## src/rtl/fp_mul_arbiter.sv

```systemverilog
// Round-robin arbiter sharing one FP16 multiplier among N requesters.
// Tags each issue with its requester ID and returns results in issue order.
module fp_mul_arbiter #(
    parameter int unsigned N       = 4,
    parameter int unsigned ID_W    = 2,
    parameter int unsigned MUL_LAT = 1
) (
    input  logic              clk,
    input  logic              rst,
    input  logic [N-1:0]      req_valid,
    input  logic [16*N-1:0]   req_a,
    input  logic [16*N-1:0]   req_b,
    output logic [N-1:0]      req_ready,
    output logic [15:0]       mul_a,
    output logic [15:0]       mul_b,
    output logic              mul_in_valid,
    input  logic [15:0]       mul_result,
    input  logic [3:0]        mul_flags,
    output logic              resp_valid,
    output logic [ID_W-1:0]   resp_id,
    output logic [15:0]       resp_result,
    output logic [3:0]        resp_flags,
    output logic              busy,
    output logic [15:0]       resp_count
);

    logic [ID_W-1:0] rr_ptr_q;
    logic [15:0]     mul_a_q, mul_b_q;
    logic            mul_in_valid_q;
    logic [ID_W-1:0] mul_id_q;
    logic            resp_valid_q;
    logic [ID_W-1:0] resp_id_q;
    logic [15:0]     resp_result_q;
    logic [3:0]      resp_flags_q;
    logic [15:0]     resp_count_q;

    logic            grant_vld;
    logic [ID_W-1:0] grant_id;
    logic [ID_W-1:0] rr_ptr_d;
    logic            handshake;
    int unsigned     idx;

    // Cyclic search for the first valid requester starting at rr_ptr_q.
    always_comb begin
        grant_vld = 1'b0;
        grant_id  = '0;
        idx       = 0;
        for (int k = 0; k < int'(N); k++) begin
            idx = (int'(rr_ptr_q) + k) % N;
            if (!grant_vld && req_valid[idx]) begin
                grant_vld = 1'b1;
                grant_id  = ID_W'(idx);
            end
        end
    end

    assign handshake = grant_vld & ~rst;
    assign req_ready = handshake ? (N'(1) << grant_id) : '0;
    assign rr_ptr_d  = ID_W'((int'(grant_id) + 1) % N);

    always_ff @(posedge clk) begin
        if (rst) begin
            rr_ptr_q       <= '0;
            mul_a_q        <= '0;
            mul_b_q        <= '0;
            mul_in_valid_q <= 1'b0;
            mul_id_q       <= '0;
        end else begin
            mul_in_valid_q <= handshake;
            if (handshake) begin
                mul_a_q  <= req_a[16*grant_id +: 16];
                mul_b_q  <= req_b[16*grant_id +: 16];
                mul_id_q <= grant_id;
                rr_ptr_q <= rr_ptr_d;
            end
        end
    end

    logic            al_vld;
    logic [ID_W-1:0] al_id;
    logic            tags_busy;

    if (MUL_LAT == 0) begin : g_nolat
        assign al_vld    = mul_in_valid_q;
        assign al_id     = mul_id_q;
        assign tags_busy = 1'b0;
    end else begin : g_lat
        logic [MUL_LAT-1:0] tag_vld_q;
        logic [ID_W-1:0]    tag_id_q [MUL_LAT];

        // Tags shift in lockstep with the multiplier pipeline.
        always_ff @(posedge clk) begin
            if (rst) begin
                tag_vld_q <= '0;
                for (int i = 0; i < int'(MUL_LAT); i++) begin
                    tag_id_q[i] <= '0;
                end
            end else begin
                tag_vld_q[0] <= mul_in_valid_q;
                tag_id_q[0]  <= mul_id_q;
                for (int i = 1; i < int'(MUL_LAT); i++) begin
                    tag_vld_q[i] <= tag_vld_q[i-1];
                    tag_id_q[i]  <= tag_id_q[i-1];
                end
            end
        end

        assign al_vld    = tag_vld_q[MUL_LAT-1];
        assign al_id     = tag_id_q[MUL_LAT-1];
        assign tags_busy = |tag_vld_q;
    end

    always_ff @(posedge clk) begin
        if (rst) begin
            resp_valid_q  <= 1'b0;
            resp_id_q     <= '0;
            resp_result_q <= '0;
            resp_flags_q  <= '0;
            resp_count_q  <= '0;
        end else begin
            resp_valid_q <= al_vld;
            if (al_vld) begin
                resp_id_q     <= al_id;
                resp_result_q <= mul_result;
                resp_flags_q  <= mul_flags;
                resp_count_q  <= resp_count_q + 16'd1;
            end
        end
    end

    assign mul_a        = mul_a_q;
    assign mul_b        = mul_b_q;
    assign mul_in_valid = mul_in_valid_q;
    assign resp_valid   = resp_valid_q;
    assign resp_id      = resp_id_q;
    assign resp_result  = resp_result_q;
    assign resp_flags   = resp_flags_q;
    assign resp_count   = resp_count_q;
    assign busy         = mul_in_valid_q | tags_busy | resp_valid_q;

endmodule
```

## config.mk

```make
export PLATFORM = sky130hd
export DESIGN_NAME = fp_mul_arbiter
export DESIGN_NICKNAME = d
export VERILOG_FILES = /design/src/rtl/fp_mul_arbiter.sv
export SDC_FILE = /design/constraint.sdc
export NUM_CORES = 1
export LEC_CHECK = 0
export ABC_AREA = 1
export CAP_MARGIN = 0
export CORE_ASPECT_RATIO = 0.75
export CORE_MARGIN = 4
export CORE_UTILIZATION = 43
export CTS_CLUSTER_DIAMETER = 120
export CTS_CLUSTER_SIZE = 20
export DETAILED_ROUTE_END_ITERATION = 10
export PLACE_DENSITY = 0.89
export SETUP_SLACK_MARGIN = 0.1
export SLEW_MARGIN = 25
export SYNTH_ARGS = -nofsm -noshare
export SYNTH_HDL_FRONTEND = slang
export SYNTH_SLANG_ARGS = --single-unit
```

## constraint.sdc

```tcl
create_clock -name clk -period 5.8 [get_ports clk]
set_input_delay 1.16 -clock clk [delete_from_list [all_inputs] [get_ports clk]]
set_output_delay 1.16 -clock clk [all_outputs]
set_load 0.02 [all_outputs]
```

==> Word level (Yosys, flattened, before mapping) <==
Memory sizes are Yosys's and may differ from the RTL's. A register that Yosys moved wholly into a read port is not among the register bits.
Cells that the tools add are included.
{ "word_totals": {"out_inout_bits": 77, "inputBits": 154, "wordCells": 56, "memories": 1, "mem_bits_rw": 2, "regBits": 75} }
{ "mem_list": {"columns": ["memory", "depth", "word_bits", "read_ports", "rd_clocked_by_memory_dff", "write_ports", "line", "rtl"], "rows": [
  ["g_lat.tag_id_q", 1, 2, 1, 1, 1, "89", "logic [ID_W-1:0] tag_id_q [MUL_LAT];"]
]} }
{ "op_classes": {"n_addsub": 5, "n_lt_le_gt_ge": 4, "reduce_logical": 7, "mux": 22, "shifts": 3, "bitwise_logic": 4} }
{ "ops": {"columns": ["cell", "n"], "rows": [
  ["$shiftx 64x7->16", 2],
  ["$add 16x1->16 const B", 1],
  ["$lt 2x3->1 const B", 4],
  ["$mux 1", 12],
  ["$mux 2", 5],
  ["$bmux 1 s2", 4],
  ["$add 2x1->2 const B", 2],
  ["$add 2x2->2 const B", 2],
  ["$mux 4", 1],
  ["$shl 1x2->4 const A", 1],
  ["$logic_and 1x1->1", 3],
  ["$logic_not 1->1", 3],
  ["$or 1x1->1", 2],
  ["$reduce_or 2->1", 1],
  ["$and 1x1->1", 1],
  ["$not 1->1", 1]
]} }

==> Longest topological paths before layout <==
Gate-level depths: netlist (run 1).
{ "depth": {"word_depth": 14, "ltp_mapped": 15, "ltp_nobuf": 14} }

==> Worst setup path after synthesis (run 1) <==
OpenSTA, ideal clock, no wires.
{ "synth_timing": {"kind": "input-to-output", "start": "in req_valid[3]", "end": "out req_ready[3]", "path_stages": 12, "slack_ns": 2.104, "required_time_ns": 4.640, "n_path_buf": 1, "t_arrival_ns": 2.536, "path_cell_list": "inv_1 nand2_1 nand3_1 nand2_2 nor2_8 nand2_1 nor2_4 nor2_8 nor2_8 buf_6 inv_1 nor2_1"} }
{ "synth_via": {"elab_chain_len": 14, "elab_cells_between_ends": 25, "cone_classes": "1 x shift; 17 x mux; 1 x bitwise; 6 x reduce/logical"} }
{ "synth_rtl": {"columns": ["item", "line", "rtl"], "rows": [
  ["start: declaration", "10", "input logic [N-1:0] req_valid,"],
  ["$bmux 1 s2", "50", "if (!grant_vld && req_valid[idx]) begin"],
  ["$mux 1 (implied by the code)", "50", null],
  ["$mux 1", "50", null],
  ["$logic_not 1->1", "50", null],
  ["$logic_and 1x1->1", "50", null],
  ["$mux 1", "50", null],
  ["$logic_not 1->1", "50", null],
  ["$logic_and 1x1->1", "50", null],
  ["$mux 1", "50", null],
  ["$logic_not 1->1", "50", null],
  ["$logic_and 1x1->1", "50", null],
  ["$mux 2 or $mux 1 (tied branches)", "50", null],
  ["$shl 1x2->4 or $and 1x1->1 (tied branches)", "58, 57", null],
  ["$mux 4 (*)", "58", "assign req_ready = handshake ? (N'(1) << grant_id) : '0;"],
  ["end: declaration", "13", "output logic [N-1:0] req_ready,"]
]} }
Every way passes the cells marked *; elsewhere a longest branch is shown, timed or not. The select of a mux whose other input is x is not followed.

==> Final worst setup path (run 1) <==
{ "layout_timing": {"start": "in req_valid[1]", "end": "out req_ready[3]"} }
Same word-level chain as after synthesis.

==> results by group, run 1 <==
Placed design
  – Placer congestion estimate: about 0.90
  – Port bufs: 230
  – Setup WS pre-CTS: between 1000 and 1500 ps
  – Detail Placement HPWL: approximately 11000 um

Timing
  – Tmin final: around 4800 ps
  – Final TNS setup: 0 ps
  – Max Slew Vio Count: 0
  – Fin Clk Skew: 11.34 ps
  – Worst setup margin: between 1000 and 1500 ps
  – Slew HR: between 40% and 50%
  – Measured slew at the worst slew-check pin: between 800 and 900 ps
  – Peak Freq: around 210 MHz
  – Final hold vios: 0
  – Final setup fails: 0
  – RSZ-0062 raised after global routing: no
  – Period utilization: between 80% and 90%

GRT
  – Largest net degree at the start of global routing: 77
  – Total GRT Usage: 23.08%
  – Total global routing overflow: 0
  – Vias in the first global route: about 4700
  – Initial antenna violation count: 0
  – First-pass GRT wire length: between 20000 and 25000 um

Setup path
  – Cell mode on critical path: nor2_8
  – FF-to-FF setup slack: ~3200 ps
  – Critical Path Fanout Max: 19
  – Cells on worst reg2reg path: 14
  – Largest delay contributor family on the critical path: buffers and inverters
  – Slowest stage cell, crit path: clkdlybuf4s50_1
  – Largest stage delay on the critical path: 620 ps
  – WP buf/inv: 4
  – Critical path arrival: around 3600 ps
  – CP Class: in2out
  – Crit path from: req_valid[1]
  – Crit. path cell count: 13
  – CP required: roughly 4600 ps
  – Reg-to-Reg Start: rr_ptr_q[0]
  – Kind of end point of the critical path: output pin
  – Setup crit start kind: primary input
  – CP cell instances: clkdlybuf4s50_1 > inv_1 > nand2_1 > nand3_1 > nand2_2 > nor2_8 > nand2_1 > nor2_4 > nor2_8 > nor2_8 > inv_1 > nor2_1 > clkdlybuf4s50_1

Final layout
  – Filler Cells Inserted: approximately 840
  – # diodes: 0
  – Commonest cells after routing, fill and taps aside: 230 x clkdlybuf4s50_1, 184 x nand2_1, 107 x nand3_1, 102 x inv_1, 79 x dfxtp_1
  – Nets: between 1000 and 1500
  – Most common cell after layout, fill and taps aside: clkdlybuf4s50_1
  – Fraction of layout cells with a size suffix above 1: under 10%
  – P&R area growth vs syn: 59.00%

Clocking
  – Root Driver: clkbuf_16
  – CTS Buffer Depth: 2
  – CTS tree: done
  – Clock slew at reported path FFs: 70 ps
  – TritonCTS buffer count: 9
  – H-tree Lvls: 3
  – Post CTS Setup Buffer Count: 0
  – Hold Buf Count CTS: 0
  – Worst skew pair latency: approximately 330 ps
  – Clock sinks: 79
  – Gates resized, CTS repair: 0

Power
  – Maximum vdd ir drop: 0.2227 mV
  – PwrDens: between 400 and 500 mW/mm^2
  – Static leakage: approximately 0.0033 uW

Worst hold path
  – Min-delay src: mul_id_q[0]
  – Hold path cells: 2
  – Tightest Hold Check Type: reg2reg

Routing
  – Pre-Repair DR Iteration Count: 5
  – DR top layer: met4
  – Routed Antenna Nets: 0
  – Via density: about 4.8
  – DRC viols: 0
  – Drt first-iter violations: about 490
  – WL met3: approximately 1300 um
  – Routed met1 length: between 5000 and 6000 um
  – Drt wl/cell: ~14 um
  – WL met2: about 7000 um
  – Vias: between 5000 and 6000
  – Final WL: roughly 14000 um

Synth
  – Syn Inst Count: ~700
  – Syn avg cell area: 6.398 sq um
  – Synth area leaders: dfxtp_1 36%, nand2_1 16%, nand3_1 12%
  – Share of the yosys chip area belonging to registers: roughly 36%
  – Post-synthesis register bit count: slightly below 80
  – Cell taking the most area after synthesis: dfxtp_1
  – Mapped cell area: around 0.0044 sq mm
  – Yosys Warn Count: 0
  – Yosys top cell area share: between 30 and 40%
  – Syn nets: ~850
  – Synth unique cells: 32

Floorplanning
  – Die W: about 130 um
  – Site Rows: 31
  – Die Span Y: 96.01 um
  – Number of I/O pins: roughly 230
  – Die Area: 0.01203 sq mm
  – Placeable Area: between 0.009 and 0.01 sq mm
  – Initial Utilization: about 45%

Job
  – Max Cap Violations: 0

Outcome
  – Status: finished, final reports clean
==> where the power goes <==
group	switching (uW)	internal, uW	total (uW)
clock network	245	344	590
logic	1020	674	1700
registers	82.3	683	765
total	1350	1700	3050
==> cell usage after synthesis, drive strengths merged <==
library cell,n
a21oi,12
buf,26
clkbuf,9
clkinv,1
dfxtp,79
ha,1
inv,106
nand2,193
nand3,108
nand3b,2
nand4,2
nor2,75
nor3,6
nor4,2
o211ai,18
o21a,1
o21ai,34
or2,18
xnor2,1
==> final timing paths <==
kind	end
worst max-delay path	req_ready[3]
worst min-delay path	g_lat.tag_id_q[0][0]
worst max register to register	mul_a[0]
worst min register to register	g_lat.tag_id_q[0][0]
==> metrics by stage <==
step,hold WS [ps],utilization [%],area (sq um),std cells,total power (uW)
2_1_floorplan,399.9,-,4441,694,1982
3_3_place_gp,428.8,68.50,6749,1029,2448
3_5_place_dp,428.1,68.50,6749,1029,2480
6_report,439.8,71.67,7061,1045,3051
4_1_cts,438.0,71.67,7061,1045,3081
5_1_grt,463.8,71.67,7061,1045,3287
==> layer usage <==
| layer | GRT usage, % | up-vias |
|---|---|---|
| li1 | - | 2597 |
| met3 | 8.209 | 23 |
| met4 | 7.762 | 0 |
| met1 | 27.19 | 2246 |
| met2 | 39.71 | 201 |
| met5 | 0 | - |
==> final cells by class <==
type	instances	area (sq um)	area share (%)
clock buffers	9	225.2	3.190
multi-input cells	473	2231	31.60
inverters	107	409.1	5.795
repair buffers	238	2362	33.46
well taps	132	165.2	2.339
clock inverters	7	86.33	1.223
flip-flops and latches	79	1582	22.40
==> state kept, by name, summed over array words and instances (netlist names) <==
register,flops
rr_ptr_q,2
al_vld,1
g_lat.tag_id_q,2
resp_result,16
mul_id_q,2
mul_in_valid,1
mul_a,16
mul_b,16
resp_count,16
resp_id,2
resp_flags,4
resp_valid,1
==> tightest hold or removal path: stages, from the launching register on <==
cell     delay, ps
dfxtp_1        300
inv_1           40
nor2_1          50
==> cells by family after synthesis <==
logic type / after synthesis / synth area share [%]
buf+inv: 142 / 14.20
flops: 79 / 35.62
fa+ha+maj: 1 / 0.2817
compound gates: 65 / 8.481
xor+xnor: 1 / 0.1973
simple gates: 406 / 41.22
(Power assumes the default switching activity.)
==> run 2, diff against run 1 <==
- CORE_UTILIZATION: 43 -> 36
- PLACE_DENSITY: 0.89 -> 0.8
- clock period: 5.8 -> 4 ns (I/O delays scaled with it)
==> results by group, run 2 (same netlist as run 1, synthesis figures left out) <==
Outcome
  – Status: finished, final reports clean

Routing
  – Drt wl/cell: around 13 um
  – Vias: ~5000
  – Drt first-iter violations: 200
  – Routed Antenna Nets: 0
  – Final WL: about 14000 um
  – Via density: about 4.6
  – DRC viols: 0
  – Pre-Repair DR Iteration Count: 4

Timing
  – Measured slew at the worst slew-check pin: 559.9 ps
  – Fin Clk Skew: approximately 8 ps
  – RSZ-0062 raised after global routing: no
  – Final hold vios: 0
  – Worst setup margin: around 280 ps
  – Final TNS setup: 0 ps
  – Max Slew Vio Count: 0
  – Final setup fails: 0
  – Peak Freq: about 270 MHz
  – Period utilization: 93.07%
  – Slew HR: between 60% and 70%
  – Fin Hold WS: around 420 ps
  – Tmin final: 3723 ps

Placed design
  – Port bufs: 230
  – Placed cell count: around 1100
  – Setup WS pre-CTS: roughly 74 ps
  – Detail Placement HPWL: between 10000 and 15000 um
  – Placer congestion estimate: around 0.86

Final layout
  – Nets: 1068
  – P&R area growth vs syn: 62.10%
  – Register area: between 0.0015 and 0.002 sq mm
  – Multi-input gate area: around 0.0022 sq mm
  – Final std cells w/o fill: ~1100
  – # diodes: 0
  – Fraction of layout cells with a size suffix above 1: around 5.7%
  – Most common cell after layout, fill and taps aside: clkdlybuf4s50_1
  – Filler Cells Inserted: 1139
  – Commonest cells after routing, fill and taps aside: 228 x clkdlybuf4s50_1, 184 x nand2_1, 107 x nand3_1, 102 x inv_1, 79 x dfxtp_1

Floorplanning
  – Placeable Area: between 0.01 and 0.015 sq mm
  – Site Rows: 34
  – Number of I/O pins: roughly 230
  – Die Span Y: approximately 100 um
  – Die W: about 140 um
  – Initial Utilization: about 38%
  – Die Area: 0.01419 sq mm

GRT
  – First-pass GRT wire length: 22450 um
  – Largest net degree at the start of global routing: 62
  – Initial antenna violation count: 0
  – Total global routing overflow: 0
  – Vias in the first global route: roughly 4700
  – Total GRT Usage: 19.25%

Clocking
  – H-tree Lvls: 3
  – CTS tree: done
  – TritonCTS buffer count: 9
  – Root Driver: clkbuf_16
  – Clock slew at reported path FFs: ~60 ps
  – Clock sinks: just under 80
  – CTS Buffer Depth: 2
  – Worst skew pair latency: about 330 ps

Power
  – Maximum vdd ir drop: around 0.50 mV
  – Pwr Total: 4603 uW
  – Static leakage: 0.003338 uW
  – PwrDens: 639.4 mW/mm^2

Setup path
  – Critical Path Fanout Max: 5
  – CP Class: in2out
  – Setup crit start kind: primary input
  – Critical path arrival: about 2900 ps
  – Kind of end point of the critical path: output pin
  – FF-to-FF setup slack: between 1500 and 2000 ps
  – CP required: between 3000 and 4000 ps

Job
  – Max Cap Violations: 0

Worst hold path
  – Tightest Hold Check Type: reg2reg
run 2: cell count changes in the layout (fill, tap and decap cells not counted), sizes merged:
cell           change
buf                +5
bufinv             +3
inv                -4
dlymetal6s2s       +2
clkdlybuf4s50      -2
clkinvlp           +1
run 2: cell type report:
type | instances | area share [%]
Timing Repair Buffer | 243 | 33.41
Multi-Input combinational cell | 473 | 30.99
Sequential cell | 79 | 21.97
Inverter | 107 | 5.684
Clock buffer | 9 | 3.129
Tap cell | 162 | 2.816
Clock inverter | 7 | 1.999
run 2: timing repair:
item	4_1_cts	5_1_grt
pin swaps	1	0
setup endpoints to repair	1	2
buffers inserted	1	0
resized for setup	0	2
hold buffers	0	0
gates cloned	0	0
run 2: where the power goes:
group          internal, uW  switching (uW)  total [uW]
clock network           675             341        1020
registers               991             108        1100
logic                  1000            1480        2490
total                  2670            1930        4600
run 2: metrics by stage:
stage | instance area (sq um) | utilization [%]
finish | 7198 | 60.87
CTS | 7193 | 60.82
global placement | 6817 | 57.64
global route | 7198 | 60.87
detailed placement | 6817 | 57.64
floorplan | 4441 | -
run 2: layer usage:
| layer | global-route usage [%] | part of all wire (%) |
|---|---|---|
| met2 | 32.83 | 48 |
| met4 | 4.460 | 1.3 |
| met5 | 0 | 0 |
| met3 | 7.350 | 8.5 |
| met1 | 22.81 | 42 |
run 2: critical path, stage by stage:
cell and delay [ps]:
clkdlybuf4s50_1 420, inv_1 80, nand2_1 70, nand3_1 140, nand2_2 130, nor2_8 170
nand3_1 120, nand3_1 170, nand3_1 120, inv_1 80, clkdlybuf4s50_1 620
run 2: path summary, 6_finish.rpt:
check,from,to,cells after the start
worst max register to register,rr_ptr_q[0],mul_b[15],14
worst max-delay path,req_valid[3],req_ready[2],11
worst min register to register,mul_id_q[0],g_lat.tag_id_q[0][0],2
worst min-delay path,mul_id_q[0],g_lat.tag_id_q[0][0],2
==> run 3, diff against run 2 <==
==> constraint.sdc (replaced) <==
create_clock -name clk -period 4 [get_ports clk]
set_input_delay 0.6 -clock clk [delete_from_list [all_inputs] [get_ports clk]]
set_output_delay 0.6 -clock clk [all_outputs]
set_load 0.02 [all_outputs]
==> results by group, run 3 (same netlist as run 1, synthesis figures left out) <==
Routing
  – Routed Antenna Nets: 0
  – Via density: 4.564
  – WL met2: 6543 um
  – Routed met1 length: between 5000 and 6000 um
  – Vias: between 4000 and 5000
  – Pre-Repair DR Iteration Count: 4
  – Final WL: 13940 um
  – Drt first-iter violations: roughly 200
  – Drt wl/cell: 12.96 um
  – DR top layer: met4
  – DRC viols: 0
  – WL met3: roughly 1200 um

GRT
  – First-pass GRT wire length: between 20000 and 25000 um
  – Total global routing overflow: 0
  – Vias in the first global route: about 4600
  – Initial antenna violation count: 0
  – Total GRT Usage: around a fifth
  – Largest net degree at the start of global routing: 65

Timing
  – Period utilization: roughly nine tenths
  – Final hold vios: 0
  – Max Slew Vio Count: 0
  – RSZ-0062 raised after global routing: no
  – Measured slew at the worst slew-check pin: 888.5 ps
  – Peak Freq: ~280 MHz
  – Slew HR: ~40%
  – Tmin final: approximately 3500 ps
  – Fin Clk Skew: 4.207 ps
  – Final TNS setup: 0 ps
  – Fin Hold WS: about 430 ps
  – Final setup fails: 0
  – Worst setup margin: ~470 ps

Clocking
  – Hold Buf Count CTS: 0
  – Worst skew pair latency: between 300 and 400 ps
  – Post CTS Setup Buffer Count: 0
  – Gates resized, CTS repair: 0
  – Root Driver: clkbuf_16
  – Clock slew at reported path FFs: roughly 60 ps
  – CTS tree: done
  – TritonCTS buffer count: 9
  – H-tree Lvls: 3
  – Clock sinks: 79
  – CTS Buffer Depth: 2

Setup path
  – R2R Path End: mul_b[15]
  – Setup crit start kind: primary input
  – WP buf/inv: 3
  – FF-to-FF setup slack: 1550 ps
  – Worst Setup EP: req_ready[1]
  – Critical path arrival: approximately 2900 ps
  – CP cell instances: clkdlybuf4s50_1 > inv_1 > nand2_1 > nand3_1 > nand2_2 > nor2_8 > nand3_1 > nand2_2 > nor2_8 > nand2_4 > nor2_1 > clkdlybuf4s50_1
  – Crit path from: req_valid[2]
  – Reg-to-Reg Start: rr_ptr_q[0]
  – Slowest stage cell, crit path: clkdlybuf4s50_1
  – Cells on worst reg2reg path: 14
  – CP Class: in2out
  – CP required: 3400 ps
  – Largest stage delay on the critical path: about 650 ps
  – Kind of end point of the critical path: output pin
  – Largest delay contributor family on the critical path: buffers and inverters
  – Critical Path Fanout Max: 16
  – Crit. path cell count: 12

Final layout
  – Nets: roughly 1100
  – Most common cell after layout, fill and taps aside: clkdlybuf4s50_1
  – Fin area: approximately 0.0071 sq mm
  – # diodes: 0
  – Fraction of layout cells with a size suffix above 1: between 5 and 6%
  – Final std cells w/o fill: between 1000 and 1500
  – P&R area growth vs syn: 60.78%
  – Commonest cells after routing, fill and taps aside: 230 x clkdlybuf4s50_1, 184 x nand2_1, 107 x nand3_1, 102 x inv_1, 79 x dfxtp_1

Placed design
  – Placed cell count: 1060
  – Setup WS pre-CTS: 458.9 ps
  – Detail Placement HPWL: 10860 um
  – Placer congestion estimate: a little under 0.9
  – Area post-placement: approximately 0.0068 sq mm
  – Port bufs: between 200 and 250

Worst hold path
  – Hold path cells: 2
  – Tightest Hold Check Type: reg2reg

Floorplanning
  – Site Rows: 34
  – Placeable Area: about 0.012 sq mm
  – Initial Utilization: around 38%
  – Die Span Y: around 100 um
  – Number of I/O pins: 231
  – Die Area: about 0.014 sq mm
  – Die W: roughly 140 um

Power
  – Maximum vdd ir drop: 0.3112 mV
  – PwrDens: between 600 and 700 mW/mm^2
  – Static leakage: approximately 0.0033 uW

Job
  – Max Cap Violations: 0

Outcome
  – Status: finished, final reports clean
==> run 3: cell types whose count changed in the layout (fill, tap and decap cells not counted) <==
cell / delta
buf_4: -4
clkdlybuf4s50_1: +2
clkinv_2: +1
bufinv_16: -1
dlymetal6s2s_1: -2
clkinv_4: +1
clkinvlp_4: -1
==> run 3: tightest hold or removal path, delay by kind of cell, from the launching register on <==
| family | cells | cell delay, ps |
|---|---|---|
| buffers and inverters | 1 | 40 |
| DFF | 1 | 290 |
| and+or+nand+nor | 1 | 50 |
==> run 3: power by group <==
part           total [uW]  leakage, uW  internal (uW)  switching [uW]
registers            1110     0.000652            991             117
clock network         943     0.000166            612             331
logic                2460      0.00246            981            1480
==> run 3: how the worst min path moves through the flow <==
stage	endpoint	slack, ps	from
2_1_floorplan	g_lat.tag_id_q[0][0]	400	mul_id_q[0]
3_3_place_gp	g_lat.tag_id_q[0][0]	430	mul_id_q[0]
3_5_place_dp	g_lat.tag_id_q[0][0]	430	mul_id_q[0]
4_1_cts	g_lat.tag_id_q[0][0]	440	mul_id_q[0]
5_1_grt	g_lat.tag_id_q[0][0]	460	mul_id_q[0]
6_report	g_lat.tag_id_q[0][0]	430	mul_id_q[0]
==> run 3: final cells by class <==
class | instances | area (sq um)
inverters | 107 | 409.1
flip-flops and latches | 79 | 1582
well taps | 162 | 202.7
repair buffers | 239 | 2370
fillers | 1150 | 4687
multi-input cells | 473 | 2231
clock buffers | 9 | 225.2
clock inverters | 7 | 120.1
==> run 3: metrics by stage <==
step,utilization (%),total power [uW]
final,60.37,4507
after CTS,60.37,4568
after global placement,57.45,3574
after floorplan,-,2874
after detailed placement,57.45,3605
after global routing,60.37,4879
==> run 3: per-layer routing <==
| layer | vias to the layer above | global-route usage, % |
|---|---|---|
| li1 | 2597 | - |
| met1 | 2159 | 22.96 |
| met2 | 136 | 32.26 |
| met3 | 19 | 7.302 |
| met4 | 0 | 4.676 |
| met5 | - | 0 |
